$ cat src/rtl/pair_decode_monitor.sv
// pair_decode_monitor: recovers {in1,in2} from encoded {out1,out2} pairs
// (out1 = in1^in2, out2 = ~in2) and checks the recovered stream against an
// incrementing 2-bit sequence, reporting lock and saturating error counts.
module pair_decode_monitor #(
    parameter int unsigned CNT_W  = 8,
    parameter int unsigned LOCK_N = 4
) (
    input  logic             clk,
    input  logic             rst_n,
    input  logic             enc_valid,
    input  logic             enc_out1,
    input  logic             enc_out2,
    input  logic             clr_count,
    output logic             dec_valid,
    output logic             dec_in1,
    output logic             dec_in2,
    output logic             locked,
    output logic             err_pulse,
    output logic [CNT_W-1:0] err_count
);

    localparam int unsigned RUN_W = 8;
    localparam int unsigned VAL_W = 2;
    localparam logic [CNT_W-1:0] CNT_MAX = '1;
    localparam logic [RUN_W-1:0] LOCK_RUN = RUN_W'(LOCK_N);

    typedef enum logic [1:0] {
        IDLE   = 2'd0,
        HUNT   = 2'd1,
        LOCKED = 2'd2
    } state_t;

    state_t             state;
    logic [VAL_W-1:0]   prev;
    logic [RUN_W-1:0]   run;

    logic [VAL_W-1:0]   v_c;
    logic               good_c;
    logic [RUN_W-1:0]   run_inc_c;
    logic               lock_hit_c;

    // Decode the incoming pair and classify the step relative to prev
    always_comb begin
        v_c        = {enc_out1 ^ ~enc_out2, ~enc_out2};
        good_c     = (v_c == VAL_W'(prev + VAL_W'(1)));
        run_inc_c  = RUN_W'(run + RUN_W'(1));
        lock_hit_c = (run_inc_c == LOCK_RUN);
    end

    // Sequence tracker FSM with registered decode, lock and error outputs
    always_ff @(posedge clk or negedge rst_n) begin
        if (!rst_n) begin
            state     <= IDLE;
            prev      <= '0;
            run       <= '0;
            dec_valid <= 1'b0;
            dec_in1   <= 1'b0;
            dec_in2   <= 1'b0;
            locked    <= 1'b0;
            err_pulse <= 1'b0;
            err_count <= '0;
        end else begin
            dec_valid <= enc_valid;
            err_pulse <= 1'b0;
            if (clr_count) begin
                err_count <= '0;
            end
            if (enc_valid) begin
                dec_in1 <= v_c[1];
                dec_in2 <= v_c[0];
                prev    <= v_c;
                case (state)
                    IDLE: begin
                        run    <= '0;
                        state  <= HUNT;
                        locked <= 1'b0;
                    end
                    HUNT: begin
                        if (good_c) begin
                            run <= run_inc_c;
                            if (lock_hit_c) begin
                                state  <= LOCKED;
                                locked <= 1'b1;
                            end
                        end else begin
                            run <= '0;
                        end
                    end
                    LOCKED: begin
                        if (!good_c) begin
                            err_pulse <= 1'b1;
                            run       <= '0;
                            state     <= HUNT;
                            locked    <= 1'b0;
                            // clear wins over a coincident increment
                            if (!clr_count && (err_count != CNT_MAX)) begin
                                err_count <= CNT_W'(err_count + CNT_W'(1));
                            end
                        end
                    end
                    default: begin
                        run    <= '0;
                        state  <= IDLE;
                        locked <= 1'b0;
                    end
                endcase
            end
        end
    end

endmodule

$ cat config.mk
export PLATFORM = sky130hd
export DESIGN_NAME = pair_decode_monitor
export DESIGN_NICKNAME = d
export VERILOG_FILES = /design/src/rtl/pair_decode_monitor.sv
export SDC_FILE = /design/constraint.sdc
export NUM_CORES = 1
export LEC_CHECK = 0
export ABC_AREA = 1
export CELL_PAD_IN_SITES_DETAIL_PLACEMENT = 0
export CELL_PAD_IN_SITES_GLOBAL_PLACEMENT = 2
export CORE_UTILIZATION = 30
export CTS_CLUSTER_DIAMETER = 60
export CTS_CLUSTER_SIZE = 8
export DETAILED_ROUTE_END_ITERATION = 12
export PLACE_DENSITY_LB_ADDON = 0.1
export SKIP_CTS_REPAIR_TIMING = 1
export SLEW_MARGIN = 30
export SYNTH_ARGS = -nofsm -noshare
export SYNTH_HDL_FRONTEND = slang
export SYNTH_SLANG_ARGS = --single-unit
$ cat constraint.sdc
create_clock -name clk -period 1.9 [get_ports clk]
set_input_delay 0.38 -clock clk [delete_from_list [all_inputs] [get_ports clk]]
set_output_delay 0.38 -clock clk [all_outputs]
set_load 0.01 [all_outputs]
# [Word level (Yosys, flattened, before mapping)]
# Cells that the tools add are included.
# W data, S select, Z words.
[word_totals] word_cells=46 ff_bits=25 output_inout_bits=13 input_bits=6
[op_classes] bitwise_logic=2 reduce_logical=5 n_eq_ne=8 addsub=3 n_mux=19
[ops] op="$mux W8" count=7
[ops] op="$add A8 B1 Y8 const B" count=2
[ops] op="$pmux W8 S2" count=1
[ops] op="$eq A8 B3 Y1 const B" count=1
[ops] op="$ne A8 B8 Y1 const B" count=1
[ops] op="$mux W1" count=6
[ops] op="$mux W2" count=3
[ops] op="$ne A2 B2 Y1 const B" count=3
[ops] op="$pmux W2 S3" count=1
[ops] op="$reduce_and A4 Y1" count=1
[ops] op="$add A2 B1 Y2 const B" count=1
[ops] op="$eq A2 B1 Y1 const B" count=1
[ops] op="$eq A2 B2 Y1" count=1
[ops] op="$eq A2 B2 Y1 const B" count=1
[ops] op="$logic_not A2 Y1" count=1
[ops] op="$pmux W1 S2" count=1
[ops] op="$reduce_and A2 Y1" count=1
[ops] op="$logic_and A1 B1 Y1" count=1
[ops] op="$logic_not A1 Y1" count=1
[ops] op="$not A1 Y1" count=1
[ops] op="$xor A1 B1 Y1" count=1

# [Depth between registers and ports, before layout]
# Gate-level depths: netlist of run 1.
[depth] word_depth=6 mapped_depth=12

# [Worst setup path before layout of run 1]
# Ideal clock, no wire load.
[synth_path] kind="register to register" from="reg err_count[0]" to="reg err_count[6]" arrival_time_ns=1.334 path_buffers=0 setup_time_ns=0.119 path_stages_with_launch=10 required_ns=1.781 setup_slack_ns=0.447 cell_sequence="dfrtp_1 -> ha_1 -> nand3_1 -> nor2_2 -> nand3_1 -> nand2_2 -> nor2_4 -> inv_2 -> o22ai_1 -> inv_1"
[synth_via] elab_chain_cells=6 word_cells_on_any_way=7 classes_between="1 x add/sub; 1 x eq/ne; 4 x mux; 1 x reduce/logical"
[synth_rtl] element="start: declaration" line="19" text="output logic [CNT_W-1:0] err_count"
[synth_rtl] element="start signal: assignment" line="97" text="err_count <= CNT_W'(err_count + CNT_W'(1));"
[synth_rtl] element="parallel branches: the longest is 2 deep, another holds $add A8 B1 Y8"
[synth_rtl] element="$mux W8 *" line="96" text="if (!clr_count && (err_count != CNT_MAX)) begin"
[synth_rtl] element="$mux W8 *" line="90" text="if (!good_c) begin"
[synth_rtl] element="$mux W8 *" line="72" text="case (state)"
[synth_rtl] element="$mux W8 *" line="68" text="if (enc_valid) begin"
# Every way passes the cells marked *.
# A chain may end at the register's enable or synchronous reset.

# [Worst setup path in the final report of run 1]
[layout_path] from="reg err_count[3]" to="out err_count[3]"
# No word-level cell between the ends.

==> reports/results.md, run 1 <==
| Parameter | This run |
|---|---|
| Run status | completed |
| Netlist area before placement | 1226 um2 |
| Count of routing violations after the opening detailed-route iteration | 61 |
| Final number of max-transition violations | 0 |
| GRT Util Overall | 13.66% |
| Final Wtd Congestion | 0.7345 |
| Net count of the mapped netlist | 173 |
| Clock-pin slew of the registers on the worst-case setup and hold paths | 0.09 ns |
| Predominant post-synthesis flop cell | sky130_fd_sc_hd__dfrtp_1 |
| EDFF count, synth | 0 |
| Worst setup startpoint | err_count[3] |
| Synthesized area per cell | 7.477 um2 |
| Floorplan die height | 65.93 um |
| Proportion of synthesized area in mux cells | 0% |
| Final antenna-violating net count | 0 |
| Leading post-synthesis cells by instance count | 52 x sky130_fd_sc_hd__nand2_1, 30 x sky130_fd_sc_hd__inv_1, 22 x sky130_fd_sc_hd__dfrtp_1 |
| Maximum fanout count along the critical path | 5 |
| Class of the tightest hold or removal check | in -> async |
| Largest family of logic cells by synthesized area | simple AND/OR/NAND/NOR gates |
| Endpoint of the worst setup timing path | err_count[3] |
| Final hold slack | 0.4590 ns |
| Library cell used as clock root buffer | sky130_fd_sc_hd__clkbuf_8 |
| Layout area overhead | 27.86% |
| Clock latency of the later-clocked register in the worst-skew pair | 0.27 ns |
| Area after detailed placement | 1496 um2 |
| Layout cell share with drive strength beyond 1 | 9.474% |
| TritonCTS clock tree | built |
| Transition at the pin with the smallest max-transition slack | 0.3094 ns |
| Xor and xnor fraction of the mapped netlist area | 2.857% |
| Avg Vias per Cell | 4.399 |
| Routed WL per cell | 10.92 um |
| Area fraction in compound gates after synthesis | 8.980% |
| Filler cells | 394 |
| Core Area | 3799 um2 |
| Library cell occupying the most area in the post-synthesis netlist | sky130_fd_sc_hd__dfrtp_1 |
| Synthesized-area fraction occupied by and/or/nand/nor cells | 30.10% |
| Sinks on the clock net | 22 |
| Setup repair after global routing missed its margin | no |
| Crit-path slowest cell | sky130_fd_sc_hd__clkdlybuf4s50_1 |
| Reg2reg start | run[0] |
| Count of endpoints failing hold in the final timing report | 0 |
| Die Area | 4347 um2 |
| Nature of the critical path startpoint | register |
| Worst path buffer plus inverter count | 1 |
| Detailed-placement wirelength estimate | 1936 um |
| Most numerous cell in the Yosys netlist | sky130_fd_sc_hd__nand2_1 |
| Layout Utilization | 41.27% |
| Max-cap violation count | 0 |
| Post-synth cell types | 21 |
| Share of async-settable or async-resettable flops after synthesis | 100.0% |
| Vias in the first global route | 1,000 |
| Global-route wire length before repair | 4485 um |
| Synth Area in Adders | 3.061% |
| Ratio of final minimum period to clock period | 86.79% |
| Buffer levels on the longest clock path | 2 |
| Starting Density | 32.28% |
| Crit-path cells | clkdlybuf4s50_1 |
| Depth of the most critical reg-to-reg path | 11 |
| Setup violators final | 0 |
| Cells after Synth | 164 |
| Diodes inserted | 0 |
| Post-route design area | 1568 um2 |
| Largest net degree at the start of global routing | 23 |
| Highest achievable clock rate | 606.5 MHz |
| Maximum vdd ir drop | 313.8 uV |
| Final setup skew | 0.008473 ns |
| Worst path top cell family by delay | buffers and inverters |
| DRT Pass-1 Iters | 4 |
| Number of logic stages on the critical path including buffering | 1 |
| Number of H-tree branching levels | 1 |
| Headroom to the max-slew limit | 79.37% |
| I/O pin cnt | 19 |
| Static power due to leakage | 0.7819 nW |
| Number of design rule violations left after detail routing | 0 |
| Total number of vias | 1,047 |
| Synth top area share | 44.90% |
| Final total negative setup slack | 0 ns |
| Leading cell types by total area after synthesis | sky130_fd_sc_hd__dfrtp_1 45%, sky130_fd_sc_hd__nand2_1 16%, sky130_fd_sc_hd__inv_1 9.2% |
| Register area share after synthesis | 44.90% |
| Total power | 1.212 mW |
| CTS Buf Count | 3 |
| Aggregate global routing overflow | 0 |
| Category of the critical setup timing path | reg -> out |
| Std-Cell Rows | 22 |
| Nets | 200 |
| Critical path's largest stage delay | 0.57 ns |
| Buffers added on ports | 18 |
| Initial antenna violation count | 0 |
| Register bit total from synthesis | 22 |
| Category of the worst setup path capture point | output port |
| Aggregate routed wire length | 2598 um |
| Endpoint of the lowest-slack register-to-register path | state[0] |
| Shortest clock period the worst path allows after layout | 1.649 ns |
| Horizontal die dimension | 65.93 um |
| Crit path required time | 1.52 ns |
| Arrival time at the worst endpoint | 1.27 ns |
| Ys Warns | 0 |
| PD cells | 773.3 nW/um2 |
| R2r setup slk | 0.33 ns |
==> final cells by class <==
class / instances / area (um2) / share of cell area [%]
multi-input cells: 109 / 551.8 / 35.20
clock buffers: 3 / 41.29 / 2.634
inverters: 33 / 123.9 / 7.901
well taps: 48 / 60.06 / 3.831
flip-flops and latches: 22 / 550.5 / 35.12
clock inverters: 1 / 30.03 / 1.915
repair buffers: 22 / 210.2 / 13.41
==> placed cells by master, fill, tap and decap left out, types with 2 or more instances in the layout <==
master / count
sky130_fd_sc_hd__nand2_1: 52
sky130_fd_sc_hd__inv_1: 30
sky130_fd_sc_hd__dfrtp_1: 22
sky130_fd_sc_hd__clkdlybuf4s50_1: 18
sky130_fd_sc_hd__nand3_1: 11
sky130_fd_sc_hd__nor2_1: 10
sky130_fd_sc_hd__o21ai_0: 10
sky130_fd_sc_hd__o22ai_1: 7
sky130_fd_sc_hd__buf_4: 4
sky130_fd_sc_hd__inv_2: 3
sky130_fd_sc_hd__xor2_1: 3
sky130_fd_sc_hd__ha_1: 3
sky130_fd_sc_hd__clkbuf_8: 3
sky130_fd_sc_hd__nor2_2: 2
sky130_fd_sc_hd__nor3_1: 2
==> per-stage QoR <==
step | setup WS (ns) | instances
floorplan | 0.4471 | 164
global placement | 0.01994 | 234
detailed placement | 0.01023 | 234
CTS | 0.2510 | 238
global route | 0.09506 | 238
finish | 0.2511 | 238
==> worst min-delay path by stage <==
stage | startpoint | to | slack, ns | cells after the start
after floorplan | rst_n | dec_in1 | 0.08 | 0
after global placement | state[0] | state[0] | 0.46 | 2
after detailed placement | state[0] | state[0] | 0.46 | 2
after CTS | rst_n | run[4] | 0.48 | 2
after global routing | rst_n | run[7] | 0.48 | 2
final | rst_n | err_pulse | 0.46 | 2
==> per-layer routing <==
layer	vias up	GRT usage (%)	routed length [um]
met5	-	0	0
met4	0	3.989	14
met3	2	2.931	90
met2	15	20.03	1088
met1	468	19.89	1404
li1	562	-	-
==> state kept, by name, indices dropped and copies added (netlist names) <==
name,count
err_pulse,1
run,8
dec_valid,1
locked,1
err_count,8
dec_in1,1
state,1
prev,1
==> where the power goes <==
| part | switching, mW | internal (mW) | total, mW |
|---|---|---|---|
| Clock | 0.169 | 0.282 | 0.450 |
| Sequential | 0.0339 | 0.504 | 0.538 |
| Combinational | 0.130 | 0.0939 | 0.224 |
| Total | 0.332 | 0.880 | 1.21 |
==> logic make-up after synthesis <==
group,Yosys count
buf+inv,33
compound gates,19
flops,22
xor+xnor,4
simple gates,83
fa+ha+maj,3
Power figures use the tool's default switching activity.
==> run 2: changes to the inputs <==
--- a/config.mk
+++ b/config.mk
@@ -8,6 +8,7 @@
 export ABC_AREA = 1
 export CELL_PAD_IN_SITES_DETAIL_PLACEMENT = 0
 export CELL_PAD_IN_SITES_GLOBAL_PLACEMENT = 2
+export CORE_ASPECT_RATIO = 0.7
 export CORE_UTILIZATION = 30
 export CTS_CLUSTER_DIAMETER = 60
 export CTS_CLUSTER_SIZE = 8
==> run 2 against run 1 <==
Net effect:
- register-to-register slack worse by 0.08 ns
- utilization shrank 1.6 points
- sequential power hardly changed
- count of clock-buffer cells in the layout rose by 1
- sequential share of layout area is 0.25 points higher
- critical path type is now reg -> reg
- largest cell class unchanged
- largest power group unchanged
- highest routed layer unchanged
==> reports/results.md, run 2 (synthesis gave the netlist of run 1 again) <==
| Parameter | This run | Delta |
|---|---|---|
| Run status | completed |  |
| Crit-path cells | ha_1 -> nand2_1 -> nand2_1 -> nor2_1 -> nand2_1 -> nor2_1 -> nand3_1 -> nand2_1 -> nand2_1 -> nand2_1 -> nand2_1 |  |
| Core Area | 3923 um2 | +3.3% |
| Category of the critical setup timing path | reg -> reg |  |
| Nature of the critical path startpoint | register |  |
| Setup violators final | 0 | unchanged |
| I/O pin cnt | 19 | unchanged |
| Clock-pin slew of the registers on the worst-case setup and hold paths | 0.08 ns | about the same |
| Category of the worst setup path capture point | register |  |
| Worst path top cell family by delay | simple AND/OR/NAND/NOR gates |  |
| Count of endpoints failing hold in the final timing report | 0 | unchanged |
| Final Wtd Congestion | 0.8093 | +10% |
| Std-Cell Rows | 19 | -14% |
| Routed WL per cell | 11.12 um | +1.9% |
| DRT Pass-1 Iters | 4 | unchanged |
| Diodes inserted | 0 | unchanged |
| Number of design rule violations left after detail routing | 0 | unchanged |
| Global-route wire length before repair | 4761 um | +6.2% |
| Starting Density | 31.26% | -1.0 points |
| P_sw | 0.3172 mW | -4.5% |
| Maximum fanout count along the critical path | 6 | +1 |
| Avg Vias per Cell | 4.339 | -1.4% |
| Worst path buffer plus inverter count | 0 | -1 |
| Commonest cells after routing, fill and taps aside | 52 x sky130_fd_sc_hd__nand2_1, 30 x sky130_fd_sc_hd__inv_1, 22 x sky130_fd_sc_hd__dfrtp_1, 18 x sky130_fd_sc_hd__clkdlybuf4s50_1, 11 x sky130_fd_sc_hd__nand3_1 |  |
| Aggregate routed wire length | 2691 um | +3.6% |
| Headroom to the max-slew limit | 79.56% | +0.19 points |
| Vias in the first global route | 1,013 | +1.3% |
| Final std cells w/o fill | 242 | +1.7% |
| Count of routing violations after the opening detailed-route iteration | 29 | -52% |
| Total number of vias | 1,050 | +0.29% |
| Library cell used as clock root buffer | sky130_fd_sc_hd__clkbuf_8 |  |
| Horizontal die dimension | 78.41 um | +19% |
| Buffer levels on the longest clock path | 2 | unchanged |
| Final total negative setup slack | 0 ns | unchanged |
| Ratio of final minimum period to clock period | 86.59% | -0.19 points |
| Detailed-placement wirelength estimate | 2024 um | +4.6% |
| Initial antenna violation count | 0 | unchanged |
| Maximum vdd ir drop | 320.1 uV | +2.0% |
| Aggregate global routing overflow | 0 | unchanged |
| Layout cell share with drive strength beyond 1 | 9.474% | unchanged |
| Shortest clock period the worst path allows after layout | 1.645 ns | -0.003682 ns |
| Final setup skew | 0.003029 ns | -0.005444 ns |
| Sw Share | 28.83% | +1.4 points |
| Proportion of power drawn by the clock network | 30.8% | -6.3 points |
| Transition at the pin with the smallest max-transition slack | 0.3066 ns | -0.002794 ns |
| CTS Buf Count | 3 | unchanged |
| Reg power frac | 48.7% | +4.3 points |
| Power Internal | 0.7832 mW | -11% |
| TritonCTS clock tree | built |  |
| Highest achievable clock rate | 607.8 MHz | +0.22% |
| Crit path top cell by count | sky130_fd_sc_hd__nand2_1 |  |
| PD cells | 707.0 nW/um2 | -8.6% |
| Arrival time at the worst endpoint | 1.80 ns | +0.53 ns |
| Floorplan die height | 55.49 um | -16% |
| Crit path required time | 2.06 ns | +0.54 ns |
| Class of the tightest hold or removal check | in -> async |  |
| Nets | 200 | unchanged |
| Crit-path slowest cell | sky130_fd_sc_hd__dfrtp_1 |  |
| Combinational power share | 20.5% | +2.0 points |
| Final number of max-transition violations | 0 | unchanged |
| Static power due to leakage | 0.7750 nW | -0.89% |
| Largest net degree at the start of global routing | 23 | unchanged |
| Largest registers | err_count x8, run x8 |  |
| Area after detailed placement | 1501 um2 | +0.33% |
| Clock latency of the later-clocked register in the worst-skew pair | 0.26 ns | about the same |
| Number of H-tree branching levels | 1 | unchanged |
| Layout area overhead | 26.94% |  |
| GRT Util Overall | 14.20% | +0.54 points |
| Critical path's largest stage delay | 0.44 ns | -0.13 ns |
| Buffers added on ports | 18 | unchanged |
| Most common library cell in the layout ignoring fill and taps | sky130_fd_sc_hd__nand2_1 |  |
| Final hold slack | 0.4675 ns | +0.008548 ns |
| Final antenna-violating net count | 0 | unchanged |
| Post-route design area | 1556 um2 | -0.72% |
| Max-cap violation count | 0 | unchanged |
| Sinks on the clock net | 22 | unchanged |
| DP Cell Count | 238 | +1.7% |
| Setup repair after global routing missed its margin | no |  |
| Die Area | 4351 um2 | about the same |
==> run 2: worst reg2reg max path, stage by stage, from the launching register on <==
cell and delay [ns]:
sky130_fd_sc_hd__dfrtp_1 0.44, sky130_fd_sc_hd__ha_1 0.25, sky130_fd_sc_hd__nand2_1 0.15, sky130_fd_sc_hd__nand2_1 0.10
sky130_fd_sc_hd__nor2_1 0.15, sky130_fd_sc_hd__nand2_1 0.07, sky130_fd_sc_hd__nor2_1 0.08, sky130_fd_sc_hd__nand3_1 0.07
sky130_fd_sc_hd__nand2_1 0.08, sky130_fd_sc_hd__nand2_1 0.05, sky130_fd_sc_hd__nand2_1 0.05, sky130_fd_sc_hd__nand2_1 0.05
==> run 2: final cells by class <==
cell class	count	area [um2]
Fill cell	421	2366
Multi-Input combinational cell	109	551.8
Sequential cell	22	550.5
Timing Repair Buffer	22	210.2
Inverter	33	123.9
Tap cell	52	65.06
Clock buffer	4	55.05
==> run 2: worst paths after layout <==
check | start | cells after the start | end | slack [ns]
setup / recovery | run[0] | 11 | state[0] | 0.25
hold / removal | rst_n | 2 | err_count[4] | 0.47
setup reg to reg | run[0] | 11 | state[0] | 0.25
hold reg to reg | state[0] | 2 | state[0] | 0.48
max in group asynchronous | rst_n | 2 | dec_valid | 1.20
min in group clk | state[0] | 2 | state[0] | 0.48
==> run 2: per-stage QoR <==
stage               worst slack (ns)  utilization, %  power (mW)
global route                 0.07627           39.68       1.168
detailed placement          0.001575           38.28      0.7722
finish                        0.2547           39.68       1.100
CTS                           0.2416           39.68       1.123
global placement             0.02630           38.28      0.7722
floorplan                     0.4471               -      0.6709
==> run 2: power groups by stage <==
stage	registers, mW	clock network, mW	logic, mW
CTS	0.537	0.359	0.228
finish	0.536	0.339	0.225
global route	0.542	0.372	0.254
global placement	0.546	0	0.227
detailed placement	0.545	0	0.227
floorplan	0.550	0	0.121
==> run 2: per-layer routing <==
metal	GRT usage, %	wire (um)	part of all wire (%)
met5	0	0	0
met4	3.175	16	0.59
met3	3.471	91	3.4
met2	20.05	1064	40
met1	21.65	1519	56
==> run 3: changes to the inputs <==
--- a/config.mk
+++ b/config.mk
@@ -13,6 +13,7 @@
 export CTS_CLUSTER_DIAMETER = 60
 export CTS_CLUSTER_SIZE = 8
 export DETAILED_ROUTE_END_ITERATION = 12
+export GPL_TIMING_DRIVEN = 0
 export PLACE_DENSITY_LB_ADDON = 0.1
 export SKIP_CTS_REPAIR_TIMING = 1
 export SLEW_MARGIN = 30
==> constraint.sdc (replaced) <==
create_clock -name clk -period 1.9 [get_ports clk]
set_input_delay 0.285 -clock clk [delete_from_list [all_inputs] [get_ports clk]]
set_output_delay 0.285 -clock clk [all_outputs]
set_load 0.01 [all_outputs]
==> run 3 against run 2 <==
Net effect:
- the flow now finishes with violations (negative hold slack)
- worst setup slack better by 0.030 ns
- utilization is 0.89 points lower
- count of clock-buffer cells in the layout stayed put
- non-clock buffer count fell by 4
- first-iteration DRC count grew 55%
- flip-flop and latch count did not move
- highest routed layer unchanged
==> reports/results.md, run 3 (synthesis gave the netlist of run 1 again) <==
| Parameter | This run | Delta |
|---|---|---|
| Diodes inserted | 0 | unchanged |
| Class of the tightest hold or removal check | in -> async |  |
| Initial antenna violation count | 0 | unchanged |
| Floorplan die height | 55.49 um | unchanged |
| Run status | finished, violations left |  |
| Std-Cell Rows | 19 | unchanged |
| Number of H-tree branching levels | 1 | unchanged |
| Headroom to the max-slew limit | 64.06% | -15 points |
| Starting Density | 31.26% | unchanged |
| Maximum vdd ir drop | 322.1 uV | +0.65% |
| Uppermost routed layer | met4 |  |
| I/O pin cnt | 19 | unchanged |
| Ratio of final minimum period to clock period | 85.01% | -1.6 points |
| Commonest cells after routing, fill and taps aside | 52 x sky130_fd_sc_hd__nand2_1, 30 x sky130_fd_sc_hd__inv_1, 22 x sky130_fd_sc_hd__dfrtp_1, 17 x sky130_fd_sc_hd__clkdlybuf4s50_1, 11 x sky130_fd_sc_hd__nand3_1 |  |
| Highest achievable clock rate | 619.1 MHz | +1.9% |
| Count of endpoints failing hold in the final timing report | 8 | +8 |
| Setup violators final | 0 | unchanged |
| Setup WS post-layout | 0.2847 ns | +0.02998 ns |
| Nature of the critical path startpoint | register |  |
| Buffers added on ports | 18 | unchanged |
| Category of the worst setup path capture point | register |  |
| Final setup skew | 0.005256 ns | +0.002227 ns |
| Total number of vias | 1,084 | +3.2% |
| Number of design rule violations left after detail routing | 0 | unchanged |
| Most common library cell in the layout ignoring fill and taps | sky130_fd_sc_hd__nand2_1 |  |
| Layout area overhead | 24.08% |  |
| Final hold slack | -0.008855 ns | -0.4764 ns |
| TritonCTS clock tree | built |  |
| DRT Pass-1 Iters | 4 | unchanged |
| Setup repair after global routing missed its margin | no |  |
| Met2 wire length | 1047 um | -1.6% |
| Footprint of the multi-input gates | 551.8 um2 | unchanged |
| Buffer levels on the longest clock path | 2 | unchanged |
| Routed WL per cell | 10.85 um | -2.4% |
| Largest net degree at the start of global routing | 23 | unchanged |
| CTS Buf Count | 3 | unchanged |
| Aggregate routed wire length | 2583 um | -4.0% |
| Category of the critical setup timing path | reg -> reg |  |
| Avg Vias per Cell | 4.555 | +5.0% |
| Filler cells | 423 | +0.48% |
| Detailed-route wire length on metal 1 | 1384 um | -8.9% |
| R2r setup slk | 0.28 ns | +0.03 ns |
| PD cells | 718.7 nW/um2 | +1.7% |
| Clock latency of the later-clocked register in the worst-skew pair | 0.26 ns | about the same |
| Final antenna-violating net count | 0 | unchanged |
| Sum of met3 wire segment lengths after detailed routing | 135 um | +48% |
| Library cell used as clock root buffer | sky130_fd_sc_hd__clkbuf_8 |  |
| Aggregate global routing overflow | 0 | unchanged |
| Violated checks | negative hold slack |  |
| GRT Util Overall | 12.91% | -1.3 points |
| Detailed-placement wirelength estimate | 1934 um | -4.5% |
| FF+latch area | 550.5 um2 | unchanged |
| Layout cell share with drive strength beyond 1 | 8.065% | -1.4 points |
| Final number of max-transition violations | 0 | unchanged |
| Nets | 196 | -2.0% |
| Vias in the first global route | 950 | -6.2% |
| Transition at the pin with the smallest max-transition slack | 0.5390 ns | +0.2324 ns |
| Arrival time at the worst endpoint | 1.77 ns | -0.03 ns |
| Clock-pin slew of the registers on the worst-case setup and hold paths | 0.08 ns | about the same |
| Die Area | 4351 um2 | unchanged |
| Maximum fanout count along the critical path | 6 | unchanged |
| Crit path required time | 2.06 ns | about the same |
| Count of routing violations after the opening detailed-route iteration | 45 | +55% |
| Shortest clock period the worst path allows after layout | 1.615 ns | -0.02998 ns |
| Worst Setup Slack post-DPL | 0.09720 ns | +0.09563 ns |
| Global-route wire length before repair | 4347 um | -8.7% |
| Core Area | 3923 um2 | unchanged |
| Horizontal die dimension | 78.41 um | unchanged |
| Final Wtd Congestion | 0.7273 | -10% |
| Sinks on the clock net | 22 | unchanged |
| Largest registers | err_count x8, run x8 |  |
| Final total negative setup slack | 0 ns | unchanged |
| Static power due to leakage | 0.7564 nW | -2.4% |
| Max-cap violation count | 0 | unchanged |
==> run 3: cell types whose count changed in the layout (fill, tap and decap cells not counted), sizes merged <==
cell / change
buf: -3
clkdlybuf4s50: -1
==> run 3: report_power, final <==
| group | switching [mW] | internal [mW] |
|---|---|---|
| sequential | 0.0338 | 0.504 |
| combinational | 0.129 | 0.0845 |
| clock | 0.157 | 0.185 |
==> run 3: critical path, cell delays in order, from the launching register on <==
cell and delay [ns]:
sky130_fd_sc_hd__dfrtp_1 0.45, sky130_fd_sc_hd__ha_1 0.24, sky130_fd_sc_hd__nand2_1 0.13, sky130_fd_sc_hd__inv_1 0.07
sky130_fd_sc_hd__nand2_1 0.05, sky130_fd_sc_hd__nand2_1 0.08, sky130_fd_sc_hd__nand2_1 0.07, sky130_fd_sc_hd__nor2_1 0.10
sky130_fd_sc_hd__nand3_1 0.09, sky130_fd_sc_hd__nand2_1 0.08, sky130_fd_sc_hd__nand2_1 0.05, sky130_fd_sc_hd__nand2_1 0.05
sky130_fd_sc_hd__nand2_1 0.04
==> run 3: final timing paths <==
kind / startpoint / endpoint / cells past startpoint
min reg2reg: state[0] / state[0] / 2
max in group asynchronous: rst_n / run[0] / 1
max reg2reg: run[0] / state[0] / 12
max: run[0] / state[0] / 12
min: rst_n / err_count[4] / 1
min in group clk: state[0] / state[0] / 2
==> run 3: area by class of cell <==
type	count	area share [%]
repair buffers	18	11.51
flip-flops and latches	22	36.18
well taps	52	4.276
inverters	33	8.141
clock buffers	4	3.618
multi-input cells	109	36.27
==> run 3: metrics by stage <==
step / utilization, % / total power [mW] / std cells / hold slack (ns) / instance area [um2]
floorplan: - / 0.6709 / 164 / -0.01059 / 1226
global placement: 37.51 / 0.7627 / 234 / 0.4541 / 1471
detailed placement: 37.38 / 0.7628 / 234 / 0.3063 / 1466
CTS: 38.79 / 1.113 / 238 / 0.01058 / 1521
global route: 38.79 / 1.158 / 238 / 0.02235 / 1521
finish: 38.79 / 1.094 / 238 / -0.008855 / 1521
==> run 3: routing by layer <==
layer	vias up	global-route usage, %
li1	555	-
met1	494	19.08
met2	33	18.92
met3	2	3.471
met4	0	2.381
met5	-	0
